[src/rtl/wr_fault_responder_pkg.sv]
// Shared types for the write-path fault responder: AXI channel payloads,
// FSM state encoding, outstanding-table slot and AXI response codes.
package wr_fault_responder_pkg;

    localparam int unsigned IdWidth   = 4;
    localparam int unsigned AddrWidth = 32;
    localparam int unsigned DataWidth = 32;
    localparam int unsigned StrbWidth = DataWidth / 8;

    typedef logic [IdWidth-1:0] axi_id_t;

    typedef struct packed {
        axi_id_t                id;
        logic [AddrWidth-1:0]   addr;
        logic [7:0]             len;
        logic [2:0]             size;
        logic [1:0]             burst;
    } axi_aw_chan_t;

    typedef struct packed {
        logic [DataWidth-1:0]   data;
        logic [StrbWidth-1:0]   strb;
        logic                   last;
    } axi_w_chan_t;

    typedef struct packed {
        axi_id_t                id;
        logic [1:0]             resp;
    } axi_b_chan_t;

    typedef struct packed {
        axi_aw_chan_t           aw;
        logic                   aw_valid;
        axi_w_chan_t            w;
        logic                   w_valid;
        logic                   b_ready;
    } axi_req_t;

    typedef struct packed {
        logic                   aw_ready;
        logic                   w_ready;
        axi_b_chan_t            b;
        logic                   b_valid;
    } axi_rsp_t;

    localparam logic [1:0] AXI_RESP_OKAY   = 2'b00;
    localparam logic [1:0] AXI_RESP_SLVERR = 2'b10;
    localparam logic [1:0] AXI_RESP_DECERR = 2'b11;

    typedef enum logic [1:0] {
        PASS    = 2'd0,
        DRAIN_W = 2'd1,
        ERR_B   = 2'd2,
        HOLD    = 2'd3
    } state_e;

    typedef struct packed {
        axi_id_t                id;
        logic                   valid;
    } ost_slot_t;

endpackage

[src/rtl/wr_ost_table.sv]
// Outstanding-write table: MaxWrTxns {id, valid} slots.
// Ports:
//   clk_i, rst_ni     clock, async active-low reset
//   alloc_i/_id_i     claim the lowest free slot for a new write
//   release_i/_id_i   free the lowest valid slot whose id matches
//   pop_i             free the lowest valid slot (error-B drain)
//   clear_i           invalidate every slot
//   full_c, empty_c   occupancy flags (decoded from slot registers)
//   head_id_c         id held in the lowest valid slot
module wr_ost_table
    import wr_fault_responder_pkg::*;
#(
    parameter int unsigned MaxWrTxns = 32
) (
    input  logic    clk_i,
    input  logic    rst_ni,
    input  logic    alloc_i,
    input  axi_id_t alloc_id_i,
    input  logic    release_i,
    input  axi_id_t release_id_i,
    input  logic    pop_i,
    input  logic    clear_i,
    output logic    full_c,
    output logic    empty_c,
    output axi_id_t head_id_c
);

    localparam int unsigned IdxWidth = (MaxWrTxns > 1) ? $clog2(MaxWrTxns) : 1;

    ost_slot_t [MaxWrTxns-1:0] slots_q, slots_d;
    logic      [MaxWrTxns-1:0] valid_vec, match_vec;
    logic      [IdxWidth-1:0]  free_idx, match_idx, head_idx;
    logic                      free_found, match_found, head_found;

    // Index of the lowest set bit; 0 when none is set.
    function automatic logic [IdxWidth-1:0] lowest_set(input logic [MaxWrTxns-1:0] vec);
        logic [IdxWidth-1:0] idx;
        idx = '0;
        for (int i = int'(MaxWrTxns) - 1; i >= 0; i--) begin
            if (vec[i]) idx = IdxWidth'(i);
        end
        return idx;
    endfunction

    // Per-slot occupancy and release-id match vectors.
    always_comb begin
        valid_vec = '0;
        match_vec = '0;
        for (int unsigned i = 0; i < MaxWrTxns; i++) begin
            valid_vec[i] = slots_q[i].valid;
            match_vec[i] = slots_q[i].valid && (slots_q[i].id == release_id_i);
        end
    end

    assign free_idx    = lowest_set(~valid_vec);
    assign free_found  = ~&valid_vec;
    assign match_idx   = lowest_set(match_vec);
    assign match_found = |match_vec;
    assign head_idx    = lowest_set(valid_vec);
    assign head_found  = |valid_vec;

    assign full_c    = &valid_vec;
    assign empty_c   = ~|valid_vec;
    assign head_id_c = slots_q[head_idx].id;

    // Slot update; alloc targets a free slot and release/pop a valid one,
    // so they never collide on the same entry.
    always_comb begin
        slots_d = slots_q;
        if (clear_i) begin
            slots_d = '0;
        end else begin
            if (alloc_i && free_found) begin
                slots_d[free_idx] = '{id: alloc_id_i, valid: 1'b1};
            end
            if (release_i && match_found) begin
                slots_d[match_idx].valid = 1'b0;
            end
            if (pop_i && head_found) begin
                slots_d[head_idx].valid = 1'b0;
            end
        end
    end

    // Slot storage.
    always_ff @(posedge clk_i or negedge rst_ni) begin
        if (!rst_ni) begin
            slots_q <= '0;
        end else begin
            slots_q <= slots_d;
        end
    end

endmodule

[src/rtl/wr_fault_responder.sv]
// AXI write-path isolation stage behind write_guard. Forwards AW/W/B
// untouched in PASS while tracking outstanding writes; on a guard reset
// request it cuts off the slave, sinks the master's pending W beats,
// answers every outstanding write with an error B and then holds the
// slave isolated until reset_clear_i.
// Build option: WR_FAULT_RESP_DECERR_EN selects DECERR instead of SLVERR
// for the error responses.
// Ports:
//   clk_i, rst_ni     clock, async active-low reset
//   reset_req_i       fault request level from write_guard
//   reset_clear_i     one-cycle pulse, slave reset complete
//   mst_req_i/rsp_o   master-facing AXI write port
//   slv_req_o/rsp_i   slave-facing AXI write port
//   isolated_o        high in every state except PASS
//   drain_done_o      high in HOLD only
module wr_fault_responder
    import wr_fault_responder_pkg::*;
#(
    parameter int unsigned MaxWrTxns = 32,
    parameter type         req_t     = axi_req_t,
    parameter type         rsp_t     = axi_rsp_t,
    parameter type         id_t      = axi_id_t
) (
    input  logic clk_i,
    input  logic rst_ni,
    input  logic reset_req_i,
    input  logic reset_clear_i,
    input  req_t mst_req_i,
    output rsp_t mst_rsp_o,
    output req_t slv_req_o,
    input  rsp_t slv_rsp_i,
    output logic isolated_o,
    output logic drain_done_o
);

    localparam int unsigned PendWidth = $clog2(MaxWrTxns + 1);

`ifdef WR_FAULT_RESP_DECERR_EN
    localparam logic [1:0] ErrResp = AXI_RESP_DECERR;
`else
    localparam logic [1:0] ErrResp = AXI_RESP_SLVERR;
`endif

    state_e                 state_q, state_d;
    logic [PendWidth-1:0]   w_pend_q, w_pend_d;
    logic                   isolated_q, drain_done_q;

    logic                   tbl_full, tbl_empty, tbl_clear;
    axi_id_t                tbl_head_id;
    id_t                    head_id;

    logic in_pass, aw_hs, w_last_hs, b_hs, err_b_valid, err_b_hs;

    assign in_pass = (state_q == PASS);

    // Slave-side AW handshake; a full table stalls AW on both sides.
    assign aw_hs = in_pass && mst_req_i.aw_valid && slv_rsp_i.aw_ready && !tbl_full;

    // Final W beat: forwarded in PASS, sunk unconditionally in DRAIN_W.
    assign w_last_hs = mst_req_i.w_valid && mst_req_i.w.last &&
                       ((in_pass && slv_rsp_i.w_ready) || (state_q == DRAIN_W));

    // Slave B forwarded to the master; non-PASS Bs are dropped.
    assign b_hs = in_pass && slv_rsp_i.b_valid && mst_req_i.b_ready;

    // Error B is a decode of state and table registers, so it stays
    // stable with the head id until the master accepts it.
    assign err_b_valid = (state_q == ERR_B) && !tbl_empty;
    assign err_b_hs    = err_b_valid && mst_req_i.b_ready;

    assign head_id = id_t'(tbl_head_id);

    wr_ost_table #(
        .MaxWrTxns   (MaxWrTxns)
    ) u_table (
        .clk_i       (clk_i),
        .rst_ni      (rst_ni),
        .alloc_i     (aw_hs),
        .alloc_id_i  (axi_id_t'(mst_req_i.aw.id)),
        .release_i   (b_hs),
        .release_id_i(axi_id_t'(slv_rsp_i.b.id)),
        .pop_i       (err_b_hs),
        .clear_i     (tbl_clear),
        .full_c      (tbl_full),
        .empty_c     (tbl_empty),
        .head_id_c   (tbl_head_id)
    );

    // Next state, W-pending count and table clear.
    always_comb begin
        state_d   = state_q;
        w_pend_d  = w_pend_q;
        tbl_clear = 1'b0;

        if (aw_hs && !w_last_hs) begin
            w_pend_d = w_pend_q + PendWidth'(1);
        end else if (!aw_hs && w_last_hs && (w_pend_q != '0)) begin
            w_pend_d = w_pend_q - PendWidth'(1);
        end

        unique case (state_q)
            PASS: begin
                if (reset_req_i) state_d = DRAIN_W;
            end
            DRAIN_W: begin
                if (w_pend_q == '0) state_d = ERR_B;
            end
            ERR_B: begin
                if (tbl_empty) state_d = HOLD;
            end
            HOLD: begin
                if (reset_clear_i) begin
                    state_d   = PASS;
                    w_pend_d  = '0;
                    tbl_clear = 1'b1;
                end
            end
            default: state_d = PASS;
        endcase
    end

    // State, counter and status registers.
    always_ff @(posedge clk_i or negedge rst_ni) begin
        if (!rst_ni) begin
            state_q      <= PASS;
            w_pend_q     <= '0;
            isolated_q   <= 1'b0;
            drain_done_q <= 1'b0;
        end else begin
            state_q      <= state_d;
            w_pend_q     <= w_pend_d;
            isolated_q   <= (state_d != PASS);
            drain_done_q <= (state_d == HOLD);
        end
    end

    assign isolated_o   = isolated_q;
    assign drain_done_o = drain_done_q;

    // Channel muxing: transparent in PASS, isolated otherwise.
    always_comb begin
        slv_req_o = mst_req_i;
        mst_rsp_o = slv_rsp_i;
        if (in_pass) begin
            slv_req_o.aw_valid = mst_req_i.aw_valid && !tbl_full;
            mst_rsp_o.aw_ready = slv_rsp_i.aw_ready && !tbl_full;
        end else begin
            slv_req_o.aw_valid = 1'b0;
            slv_req_o.w_valid  = 1'b0;
            slv_req_o.b_ready  = 1'b1;
            mst_rsp_o          = '0;
            mst_rsp_o.w_ready  = (state_q == DRAIN_W);
            mst_rsp_o.b_valid  = err_b_valid;
            mst_rsp_o.b.id     = head_id;
            mst_rsp_o.b.resp   = ErrResp;
        end
    end

endmodule

[config.mk]
export PLATFORM = sky130hd
export DESIGN_NAME = wr_fault_responder
export DESIGN_NICKNAME = d
export VERILOG_FILES = /design/src/rtl/wr_fault_responder_pkg.sv /design/src/rtl/wr_ost_table.sv /design/src/rtl/wr_fault_responder.sv
export SDC_FILE = /design/constraint.sdc
export NUM_CORES = 1
export LEC_CHECK = 0
export ABC_AREA = 1
export CAP_MARGIN = 20
export CORE_MARGIN = 3
export CORE_UTILIZATION = 56
export DETAILED_ROUTE_END_ITERATION = 10
export GPL_TIMING_DRIVEN = 1
export PLACE_DENSITY_LB_ADDON = 0.2
export SLEW_MARGIN = 20
export SYNTH_ARGS = -nofsm -noshare
export SYNTH_HDL_FRONTEND = slang
export SYNTH_HIERARCHICAL = 1
export SYNTH_SLANG_ARGS = --single-unit
[constraint.sdc]
create_clock -name clk_i -period 10.3 [get_ports clk_i]
set_input_delay 3.09 -clock clk_i [delete_from_list [all_inputs] [get_ports clk_i]]
set_output_delay 3.09 -clock clk_i [all_outputs]
set_load 0.1 [all_outputs]
==> Yosys cells after proc, flatten, opt, wreduce, memory -nomap -nowiden <==
Cells that the tools add are included.
W data, S select, Z words.
{ "totals": {"inputBits": 102, "elab_cells": 305, "output_inout_bits": 100, "register_bits": 170} }
{ "op_classes": {"order_cmp": 6, "n_mux": 128, "n_bitwise": 1, "eq_ne": 36, "n_reduce_logical": 64, "n_addsub": 2} }
{ "ops": {"columns": ["cell", "n"], "rows": [
  ["$mux W160", 6],
  ["$mux W5", 98],
  ["$bwmux W160", 3],
  ["$eq A4 B4 Y1", 32],
  ["$demux W5 S5", 3],
  ["$reduce_or A32 Y1", 2],
  ["$logic_and A1 B1 Y1", 53],
  ["$not A32 Y32", 1],
  ["$reduce_and A32 Y1", 1],
  ["$bmux W5 S5", 1],
  ["$mux W6", 4],
  ["$lt A5 B6 Y1 const B", 3],
  ["$ge A5 B1 Y1 const B", 3],
  ["$mux W2", 5],
  ["$mux W8", 1],
  ["$pmux W2 S4", 1],
  ["$add A6 B1 Y6 const B", 1],
  ["$eq A2 B2 Y1 const B", 3],
  ["$logic_not A6 Y1", 1],
  ["$mux W1", 6],
  ["$reduce_bool A6 Y1", 1],
  ["$sub A6 B1 Y6 const B", 1],
  ["$logic_not A1 Y1", 3],
  ["$eq A2 B1 Y1 const B", 1],
  ["other kinds (3)", 3]
]} }

==> Longest topological paths before layout <==
Gate-level depths: netlist of the first run.
{ "depth": {"depth_word": 46, "depth_mapped": 41, "ltp_nobuf": 40} }

==> Hierarchy <==
Netlist of the first run, hierarchy kept.
{ "modules_own_cells": {"columns": ["mod", "n_inst", "cells_per_inst", "area_each_um2", "seq_area_each_um2"], "rows": [
  ["wr_ost_table", 1, 1538, 10681.5, 4003.8],
  ["wr_fault_responder", 1, 213, 1467.7, 250.2]
]} }

==> Worst setup path after synthesis of the first run <==
OpenSTA, ideal clock, no wires.
{ "synth_timing": {"kind": "input to output", "startpoint": "input port slv_rsp_i[0] (netlist name)", "endpoint": "output port mst_rsp_o[0] (netlist name)", "cell_stages": 2, "setup_slack_ns": 1.975, "t_required_ns": 7.210, "arrival_time_ns": 5.235, "path_cell_list": "inv_1 > o21ai_0"} }
{ "synth_lines": {"columns": ["item", "line_no", "rtl"], "rows": [
  ["start: declaration", "wr_fault_responder.sv:31", "input rsp_t slv_rsp_i,"],
  ["end: declaration", "wr_fault_responder.sv:29", "output rsp_t mst_rsp_o,"]
]} }

==> results of run 1 <==
## final cells by class
class	instances	area (um^2)	share of cell area
multi-input combinational	1209	6050	0.482
sequential	170	4250	0.339
inverter	213	805	0.0641
timing repair buffer	52	479	0.0382
clock buffer	18	439	0.0350
tap	275	344	0.0274
clock inverter	14	174	0.0139
## Yosys cell counts, types with 15 or more instances
cell type,count,share of area
sky130_fd_sc_hd__a21oi_1,63,0.026
sky130_fd_sc_hd__o21ai_1,27,0.011
sky130_fd_sc_hd__a221oi_1,27,0.019
sky130_fd_sc_hd__o21ai_0,104,0.043
sky130_fd_sc_hd__nand4_1,49,0.025
sky130_fd_sc_hd__dfrtp_1,170,0.35
sky130_fd_sc_hd__nand3_1,181,0.075
sky130_fd_sc_hd__clkbuf_1,33,0.010
sky130_fd_sc_hd__buf_4,94,0.058
sky130_fd_sc_hd__nor2_1,167,0.052
sky130_fd_sc_hd__inv_1,196,0.061
sky130_fd_sc_hd__buf_2,15,0.0062
sky130_fd_sc_hd__xnor2_1,31,0.022
sky130_fd_sc_hd__nand2_1,377,0.12
sky130_fd_sc_hd__o22ai_1,101,0.052
## power by group
group	total, mW	internal [mW]	switching [mW]
logic	2.84	0.647	2.19
clock network	0.686	0.376	0.310
registers	0.934	0.798	0.137
total	4.46	1.82	2.64
## how the worst max path moves through the flow
stage                    to  cells after the start  slack (ps)
2_1_floorplan  mst_rsp_o[0]                      2        1970
3_3_place_gp   mst_rsp_o[4]                      5        2090
3_5_place_dp   mst_rsp_o[5]                     41        2030
4_1_cts        mst_rsp_o[5]                     41        1500
5_1_grt        mst_rsp_o[5]                     41        1010
6_report       mst_rsp_o[5]                     41        1300
## cells by family after synthesis
family,count (synthesis)
XOR/XNOR,31
AND/OR/NAND/NOR,827
flip-flops,170
adder cells (fa/ha/maj),3
AO/OA/AOI/OAI,348
buffers and inverters,372
## routing by layer
metal,wire length (um),GRT usage,vias to the layer above
met1,16100,0.440,5679
met2,17100,0.504,789
met5,0,0,-
met3,4490,0.0830,149
li1,-,-,5628
met4,1650,0.144,0
## per-stage QoR
stage / utilization / cell area [um^2] / power (mW) / cells / setup slack, ps
finish: 0.593 / 12500 / 4.46 / 1951 / 1300
CTS: 0.593 / 12500 / 4.34 / 1951 / 1500
detailed placement: 0.564 / 11900 / 3.64 / 1919 / 2030
global route: 0.593 / 12500 / 4.67 / 1951 / 1010
global placement: 0.564 / 11900 / 3.61 / 1919 / 2090
floorplan: - / 12100 / 3.04 / 1751 / 1970
## critical path: cells and delay by family, from the launching register on
| family | cells | cell delay, ps |
|---|---|---|
| AO/OA/AOI/OAI | 1 | 90 |
| buffers and inverters | 3 | 1280 |
| flip-flops | 1 | 430 |
| AND/OR/NAND/NOR | 37 | 3580 |
## flip-flops by register name, summed over array words and instances, names as in the netlist
signal / flops
w_pend_q: 6
state_q: 2
u_table/slots_q: 160
isolated_o: 1
drain_done_o: 1
==> impl_results.md, run 1 <==
* Insertion delay to the later sink of the worst-skew pair at 450 ps
* Cell count after synthesis at 1,751
* Via count of the routed design at 12,200
* Commonest non-fill, non-tap cell in the layout: sky130_fd_sc_hd__nand2_1
* Setup repair after global routing missed its margin: false
* Highest-count cells in the layout ignoring fill and taps: sky130_fd_sc_hd__nand2_1 (374), sky130_fd_sc_hd__inv_1 (195), sky130_fd_sc_hd__nand3_1 (181), sky130_fd_sc_hd__dfrtp_1 (170), sky130_fd_sc_hd__nor2_1 (166)
* Most used DFF post-synth: sky130_fd_sc_hd__dfrtp_1
* Endpoint of the worst hold-timing path: u_table/slots_q[142]$_DFFE_PN0P_
* Critical path launch point: u_table/slots_q[145]$_DFF_PN0_
* Fraction of the cycle the final worst path needs at 0.873
* Reg2reg setup slack at 5860 ps
* Post-route setup TNS at 0 ps
* Async set or reset register ratio after synthesis at 1.00
* Post-synthesis share of cell area spent on full adders, half adders and majority gates at 0.00309
* Root buffer cell: sky130_fd_sc_hd__clkbuf_16
* Main combinational cell family by area after synthesis: simple AND/OR/NAND/NOR gates
* Max-slew violation total from the final report at 0
* Via count normalized by instance count at 6.28
* Slowest library cell on the worst path: sky130_fd_sc_hd__clkdlybuf4s50_1
* Peak ir drop on the vdd network at 0.749 mV
* RePlAce Congestion at 0.983
* TritonCTS buffer count at 17
* Distinct cell type count of the synthesized netlist at 41
* HPWL after detailed placement at 26,500 um
* Mapped Nets at 1,856
* Mapped Area at 12,100 um^2
* Number of maximum-capacitance violations at 0
* Biggest fanout along the worst timing path at 34
* Worst Skew at 16.7 ps
* Total wirelength of the detailed-routed design at 39,300 um
* Hold WC Path Type: flip-flop to flip-flop
* Number of flops mapped to enable cells by yosys at 0
* Post-route DRC violation count at 0
* XOR/XNOR share of the synthesized area at 0.0223
* Slew HR at 0.334
* Power per Cell Area at 356 nW/um^2
* Post-cts sizing count at 0
* Worst Hold Depth at 2
* Average wire per cell in the routed design at 20.2 um
* TritonCTS clock tree: done
* DR iter-0 viols at 1,435
* Pin count of the biggest net entering global routing at 109
* Number of I/O port buffers at 39
* Effective utilization at floorplan at 0.574
* First-pass GRT wire length at 61,600 um
* Simple-gate share of the synthesized area at 0.304
* Transition time at the pin with the least slew margin at 999 ps
* Final layout net count at 1,768
* Data arrival time of the critical path at 5910 ps
* Sequential element share of the synthesized area at 0.350
* Clock period minus worst slack at 9000 ps
* Classification of the worst setup path: flip-flop to output port
* Hold Startpoint: u_table/slots_q[142]$_DFFE_PN0P_
* Vias in the first global route at 11,600
* Layout filler cell count at 2,004
* Total routing resource utilization after global routing at 0.328
* Count of hold-fix buffers inserted at cts at 0
* Setup-violating endpoint count in the final report at 0
* Worst r2r path cells at 22
* Total number of H-tree levels at 4
* Layout cell share with drive strength beyond 1 at 0.0603
* Multiplexer area fraction after synthesis at 0
* LEAKAGE at 5.83 nW
* Antenna violations before repair at 0
* Placeable core area at 21,200 um^2
* Number of antenna-violating nets in the routed design at 0
* Y dimension of the die at 153 um
* Critical R2R Launch: u_table/slots_q[140]$_DFF_PN0_
* Horizontal die dimension at 153 um
* Sort of element at the start of the critical path: flip-flop
* Max Root-Sink Buffers at 2
* Remaining global-route overflow at 0
* Row count at 53
* Hold WS at 544 ps
* Cell occurring most often along the worst timing path: sky130_fd_sc_hd__nand2_1
* Outcome: finished, final reports clean
* Required time reported for the critical path endpoint at 7210 ps
* Area enclosed by the die boundary at 23,500 um^2
* Hold Violations, Final at 0
* Compound-cell area share of the yosys netlist at 0.167
* Post CTS Setup Buffer Count at 0
* Maximum cell stage delay along the critical path at 1130 ps
* # diodes at 0
* Worst Setup End Kind: output port
* RR Endpoint: u_table/slots_q[140]$_DFF_PN0_
* Mean instance size in the synthesized netlist at 6.94 um^2
* Count of boundary I/O pins at 202
* Synthesis-stage register bit count at 170
* Peak Freq at 111 MHz
* Register clock-pin slew on the reported worst setup and hold paths at 80 ps
* Synth-to-Final Area Change at 3.24%
* Sink Count at 170
* Total number of yosys warnings at 6
* Router iterations before antenna repair at 8
(Power assumes the default switching activity.)
==> run 2: changes to the inputs <==
ABC_CLOCK_PERIOD_IN_PS = 10300   (was unset)
==> results of run 2 <==
No change in the layout: final DEF, timing and power equal those of run 1.
